[config.mk]
export PLATFORM = sky130hd
export DESIGN_NAME = wiredpanda_button_conditioner
export DESIGN_NICKNAME = d
export VERILOG_FILES = /design/src/rtl/wiredpanda_io_pkg.sv /design/src/rtl/wiredpanda_debounce_channel.sv /design/src/rtl/wiredpanda_button_conditioner.sv
export SDC_FILE = /design/constraint.sdc
export NUM_CORES = 1
export LEC_CHECK = 0
export CAP_MARGIN = 20
export CORE_MARGIN = 2
export CORE_UTILIZATION = 40
export CTS_CLUSTER_SIZE = 10
export DETAILED_ROUTE_END_ITERATION = 10
export PLACE_DENSITY = 0.69
export SETUP_SLACK_MARGIN = 0.05
export SKIP_LAST_GASP = 1
export SYNTH_ARGS = -nofsm -noshare
export SYNTH_HDL_FRONTEND = slang
export SYNTH_SLANG_ARGS = --single-unit
[constraint.sdc]
create_clock -name clk -period 2.6 [get_ports clk]
set_input_delay 0.78 -clock clk [delete_from_list [all_inputs] [get_ports clk]]
set_output_delay 0.78 -clock clk [all_outputs]
set_load 0.02 [all_outputs]
[src/rtl/wiredpanda_io_pkg.sv]
`default_nettype none
// ============================================================================
// Module   : wiredpanda_io_pkg
// Brief    : Shared types and constants for the push-button conditioner.
// Revision : 1.0 - initial release
// ============================================================================
package wiredpanda_io_pkg;

  // Per-channel debounce state.
  typedef enum logic [1:0] {
    STABLE_LOW  = 2'd0,
    CHECK_HIGH  = 2'd1,
    STABLE_HIGH = 2'd2,
    CHECK_LOW   = 2'd3
  } chan_state_e;

  localparam int DEBOUNCE_CYCLES_DEFAULT = 16;
  localparam int PRESS_COUNT_WIDTH       = 8;

  // Width of the stability counter. It holds values up to cycles-1 and is
  // never narrower than one bit.
  function automatic int cnt_width(input int cycles);
    return (cycles <= 2) ? 1 : $clog2(cycles);
  endfunction

endpackage : wiredpanda_io_pkg
`default_nettype wire

[src/rtl/wiredpanda_debounce_channel.sv]
`default_nettype none
// ============================================================================
// Module   : wiredpanda_debounce_channel
// Brief    : One push-button channel: 2-flop synchronizer, debounce FSM with
//            stability counter, registered level and press/release pulses.
// Revision : 1.0 - initial release
// ============================================================================
module wiredpanda_debounce_channel
  import wiredpanda_io_pkg::*;
#(
  parameter int DEBOUNCE_CYCLES = DEBOUNCE_CYCLES_DEFAULT
) (
  input  logic clk,
  input  logic reset,
  input  logic button_raw,
  output logic button_level,
  output logic press_pulse,
  output logic release_pulse,
  output logic press_event    // high in the cycle before press_pulse
);

  localparam int               CW       = cnt_width(DEBOUNCE_CYCLES);
  localparam logic [CW-1:0]    CNT_ONE  = CW'(1);
  localparam logic [CW-1:0]    CNT_LAST = CW'(DEBOUNCE_CYCLES - 1);

  logic        sync1_q, sync2_q;
  chan_state_e state_q, state_d;
  logic [CW-1:0] cnt_q, cnt_d;
  logic        level_q, level_d;
  logic        press_q, press_d;
  logic        release_q, release_d;

  // Synchronizer and debounce state registers; reset drops everything to idle-low.
  always_ff @(posedge clk or posedge reset) begin
    if (reset) begin
      sync1_q   <= 1'b0;
      sync2_q   <= 1'b0;
      state_q   <= STABLE_LOW;
      cnt_q     <= '0;
      level_q   <= 1'b0;
      press_q   <= 1'b0;
      release_q <= 1'b0;
    end else begin
      sync1_q   <= button_raw;
      sync2_q   <= sync1_q;
      state_q   <= state_d;
      cnt_q     <= cnt_d;
      level_q   <= level_d;
      press_q   <= press_d;
      release_q <= release_d;
    end
  end

  // Next-state logic: a level change is accepted only after DEBOUNCE_CYCLES
  // consecutive opposite-level samples; any interruption returns to stable.
  always_comb begin
    state_d   = state_q;
    cnt_d     = cnt_q;
    press_d   = 1'b0;
    release_d = 1'b0;
    case (state_q)
      STABLE_LOW: begin
        if (sync2_q) begin
          state_d = CHECK_HIGH;
          cnt_d   = CNT_ONE;
        end else begin
          cnt_d = '0;
        end
      end
      CHECK_HIGH: begin
        if (!sync2_q) begin
          state_d = STABLE_LOW;
          cnt_d   = '0;
        end else if (cnt_q == CNT_LAST) begin
          state_d = STABLE_HIGH;
          cnt_d   = '0;
          press_d = 1'b1;
        end else begin
          cnt_d = cnt_q + CNT_ONE;
        end
      end
      STABLE_HIGH: begin
        if (!sync2_q) begin
          state_d = CHECK_LOW;
          cnt_d   = CNT_ONE;
        end else begin
          cnt_d = '0;
        end
      end
      CHECK_LOW: begin
        if (sync2_q) begin
          state_d = STABLE_HIGH;
          cnt_d   = '0;
        end else if (cnt_q == CNT_LAST) begin
          state_d   = STABLE_LOW;
          cnt_d     = '0;
          release_d = 1'b1;
        end else begin
          cnt_d = cnt_q + CNT_ONE;
        end
      end
      default: begin
        state_d = STABLE_LOW;
        cnt_d   = '0;
      end
    endcase
    level_d = (state_d == STABLE_HIGH) || (state_d == CHECK_LOW);
  end

  assign button_level  = level_q;
  assign press_pulse   = press_q;
  assign release_pulse = release_q;
  assign press_event   = press_d;

endmodule : wiredpanda_debounce_channel
`default_nettype wire

[src/rtl/wiredpanda_button_conditioner.sv]
`default_nettype none
// ============================================================================
// Module   : wiredpanda_button_conditioner
// Brief    : NUM_BUTTONS debounced push-button channels plus a shared
//            modulo-256 count of accepted presses.
// Revision : 1.0 - initial release
// ============================================================================
module wiredpanda_button_conditioner
  import wiredpanda_io_pkg::*;
#(
  parameter int NUM_BUTTONS     = 2,
  parameter int DEBOUNCE_CYCLES = DEBOUNCE_CYCLES_DEFAULT
) (
  input  logic                         clk,
  input  logic                         reset,
  input  logic [NUM_BUTTONS-1:0]       button_raw,
  input  logic                         count_clr,
  output logic [NUM_BUTTONS-1:0]       button_level,
  output logic [NUM_BUTTONS-1:0]       press_pulse,
  output logic [NUM_BUTTONS-1:0]       release_pulse,
  output logic [PRESS_COUNT_WIDTH-1:0] press_count
);

  logic [NUM_BUTTONS-1:0]       press_event;
  logic [PRESS_COUNT_WIDTH-1:0] press_add;
  logic [PRESS_COUNT_WIDTH-1:0] count_q, count_d;

  generate
    for (genvar g = 0; g < NUM_BUTTONS; g++) begin : g_channel
      wiredpanda_debounce_channel #(
        .DEBOUNCE_CYCLES (DEBOUNCE_CYCLES)
      ) u_channel (
        .clk           (clk),
        .reset         (reset),
        .button_raw    (button_raw[g]),
        .button_level  (button_level[g]),
        .press_pulse   (press_pulse[g]),
        .release_pulse (release_pulse[g]),
        .press_event   (press_event[g])
      );
    end
  endgenerate

  // Count presses from the channels' next-pulse signals so the count
  // updates on the same edge the press pulses appear; clear wins.
  always_comb begin
    press_add = '0;
    for (int i = 0; i < NUM_BUTTONS; i++) begin
      press_add = press_add + {{(PRESS_COUNT_WIDTH-1){1'b0}}, press_event[i]};
    end
    count_d = count_clr ? '0 : (count_q + press_add);
  end

  // Press counter register.
  always_ff @(posedge clk or posedge reset) begin
    if (reset) count_q <= '0;
    else       count_q <= count_d;
  end

  assign press_count = count_q;

endmodule : wiredpanda_button_conditioner
`default_nettype wire

==> summary.md <==
| Metric | Value |
|---|---|
| DIE HEIGHT | `59.2 µm` |
| Skew-Pair Late Insertion Delay | `roughly 0.33 ns` |
| Worst ir drop on vdd | `326 µV` |
| Cell with the most instances after synthesis | `dfrtp_1` |
| Sequential element share of the synthesized area | `0.617` |
| Most frequent CP cell | `ha_1` |
| Vias | `777` |
| Final wirelength | `a little over 2 mm` |
| DR DRC count | `0` |
| EDFF count, synth | `0` |
| Via/cell ratio | `5.18` |
| Comb power frac | `0.038` |
| CTS tree | `yes` |
| Crit end category | `flop` |
| Seq cells post-synth | `30` |
| Post-CTS setup buffers | `0` |
| Post-Synthesis Net Count | `105` |
| Sw Share | `0.223` |
| P_leak | `0.663 nW` |
| RePlAce Congestion | `around 0.66` |
| IO Count | `19` |
| Worst Path Required | `2.85 ns` |
| Status | `finished clean` |
| Hold Startpoint | `g_channel[0].u_channel.sync1_q` |
| CTS Buf Count | `5` |
| Commonest cells in the netlist | `dfrtp_1, buf_4, a21oi_1, nor2_1` |
| CP Max Fanout | `5` |
| Start point of the critical path | `g_channel[0].u_channel.cnt_q[0]` |
| Post-synth top area cell | `dfrtp_1` |
| Sequential share of power | `0.606` |
| Tcrit/Tclk final | `0.874` |
| Synth top area share | `0.617` |
| Fmax | `440 MHz` |
| Post-CTS Resized | `0` |
| Layout cells sized above 1 | `0.128` |
| Area occupied by multi-input gates | `424 µm²` |
| Synth Cell Area | `1220 µm²` |
| Max-cap violations | `0` |
| Max incr delay on CP | `0.40 ns` |
| RSZ-0062 raised after global routing | `false` |
| Initial antenna violation count | `0` |
| Mapped Cells | `between 90 and 100` |
| CP max stage cell | `dfrtp_1` |
| Finished Core Util | `0.494` |
| Setup TNS | `0 ns` |
| Die width | `59.2 µm` |
| Row cnt | `20` |
| Total GRT Usage | `0.145` |
| Final Hold Viols | `0` |
| Clock slew at reported path FFs | `0.09 ns` |
| Sequential cell area | `751 µm²` |
| Worst Path Buf+Inv | `0` |
| Htree depth | `2` |
| Pint | `0.619 mW` |
| Clock Path Buffers | `2` |
| Top_reg_cell synth | `dfrtp_1` |
| Power Density | `541 nW/µm²` |
| Starting Density | `0.409` |
| Vias in the first global route | `approximately 840` |
| Clk sinks | `30` |
| Core area | `a little under 3000 µm²` |
| DR WL/cell | `13.5 µm` |
| CP Cell Sequence | `ha_1 -> nand4_1 -> nor3b_2 -> fa_1 -> ha_1 -> nand2_1 -> or3_1 -> a21oi_1` |
| Top cells by area, synth | `dfrtp_1, buf_4, mux2_2` |
| Placed Cells | `approximately 140` |
| Layout fillers | `around 280` |
| Clk pwr share | `0.356` |
| Synthesis-to-layout area growth | `20.9%` |
| NumNets Final | `125` |
| Syn_area_per_cell | `approximately 13 µm²` |
| Synth async-reset ratio | `1.00` |
| P_sw | `~0.18 mW` |
| Final ANT Viol Nets | `0` |
| Largest net degree at the start of global routing | `31` |
| Post-route minimum period | `2.27 ns` |
| Slew @ Worst Pin | `~0.37 ns` |
| Non-filler cells, final | `150` |
| First-pass GRT wire length | `3.65 mm` |
| Grt total ovfl | `0` |
| Synth Warn # | `0` |
| Initial drt markers | `13` |
| Final max-slew violation count | `0` |
| Crit path DAT | `2.53 ns` |
| Worst slew margin relative to its limit | `0.752` |
| HPWL Detailed | `1.42 mm` |
| WS Path Type | `reg -> reg` |
| Hold WC Path Type | `reg -> reg` |
| Crit start category | `flop` |
| Library cells used by synthesis | `25` |
| Die Area | `3500 µm²` |
| CTS Root Cell | `clkbuf_4` |
| TritonRoute pass-1 iters | `3` |
| Origin of the critical flop-to-flop path | `g_channel[0].u_channel.cnt_q[0]` |
| Post-CTS Hold Buffers | `0` |
| Antenna diode count | `0` |
| Final Skew | `0.00614 ns` |
| IO buf count | `18` |
| Cell family with most CP delay | `simple AND/OR/NAND/NOR gates` |
| Setup violations, final | `0` |
==> layout make-up <==
type | count | area share
Multi-Input combinational cell | 58 | 0.288
Timing Repair Buffer | 19 | 0.128
Clock inverter | 1 | 0.00340
Clock buffer | 7 | 0.0374
Inverter | 2 | 0.00510
Sequential cell | 30 | 0.510
Tap cell | 33 | 0.0281
==> routing by layer <==
metal	global-route usage	wire length [µm]	up-vias
met3	0.0524	96	5
met4	0.0877	51	0
met1	0.170	865	382
li1	-	-	371
met2	0.227	1010	19
met5	0	0	-
==> sequential cells by signal (all words and copies together) (netlist names) <==
name                               cells
g_channel.u_channel.sync1_q            2
g_channel.u_channel.button_level       2
press_count                            8
g_channel.u_channel.press_pulse        2
g_channel.u_channel.sync2_q            2
g_channel.u_channel.cnt_q              8
g_channel.u_channel.state_q            4
g_channel.u_channel.release_pulse      2
==> power by group through the flow <==
| stage | sequential [mW] | clock [mW] | combinational [mW] |
|---|---|---|---|
| after floorplan | 0.490 | 0 | 0.0175 |
| after global placement | 0.491 | 0 | 0.0297 |
| after detailed placement | 0.492 | 0 | 0.0311 |
| after CTS | 0.483 | 0.297 | 0.0313 |
| after global routing | 0.485 | 0.316 | 0.0353 |
| final | 0.483 | 0.283 | 0.0302 |
==> kinds of logic after synthesis <==
group	after synthesis	synth area share
multiplexers	4	0.0370
buffers and inverters	8	0.0432
AND/OR/NAND/NOR	29	0.138
flip-flops	30	0.617
XOR/XNOR	7	0.0504
AO/OA/AOI/OAI	14	0.0678
adder cells (fa/ha/maj)	4	0.0473
==> per-stage QoR <==
stage / area (µm²) / setup slack [ns] / hold WS [ns] / power, mW
2_1_floorplan: 1220 / 0.454 / 0.331 / 0.508
3_3_place_gp: 1400 / 0.220 / 0.337 / 0.521
3_5_place_dp: 1400 / 0.146 / 0.335 / 0.523
4_1_cts: 1460 / 0.138 / 0.355 / 0.811
5_1_grt: 1470 / 0.0556 / 0.364 / 0.836
6_report: 1470 / 0.328 / 0.354 / 0.796
==> worst paths after layout <==
kind                                              endpoint  cells past startpoint  slack, ns
setup / recovery                            press_count[6]                      8       0.33
hold / removal              g_channel[0].u_channel.sync2_q                      0       0.35
setup reg to reg                            press_count[6]                      8       0.33
hold reg to reg             g_channel[0].u_channel.sync2_q                      0       0.35
max in group asynchronous  g_channel[1].u_channel.cnt_q[0]                      3       1.49
min in group asynchronous  g_channel[1].u_channel.cnt_q[1]                      3       0.83
==> placed cells by master (no fill, tap or decap), types with 2 or more instances in the layout <==
master / instances
xor2_1: 4
and2_1: 2
o21ai_0: 4
clkbuf_4: 5
or3_1: 3
nand3_1: 2
a21boi_0: 2
clkdlybuf4s50_1: 18
nor2b_1: 2
and3_1: 2
nor2_1: 5
mux2_2: 4
nand4_1: 3
a21oi_1: 5
inv_1: 2
nand2_1: 4
ha_1: 3
xnor2_1: 3
nor3b_2: 2
nor3b_1: 2
dfrtp_1: 30
(Power assumes the default switching activity.)
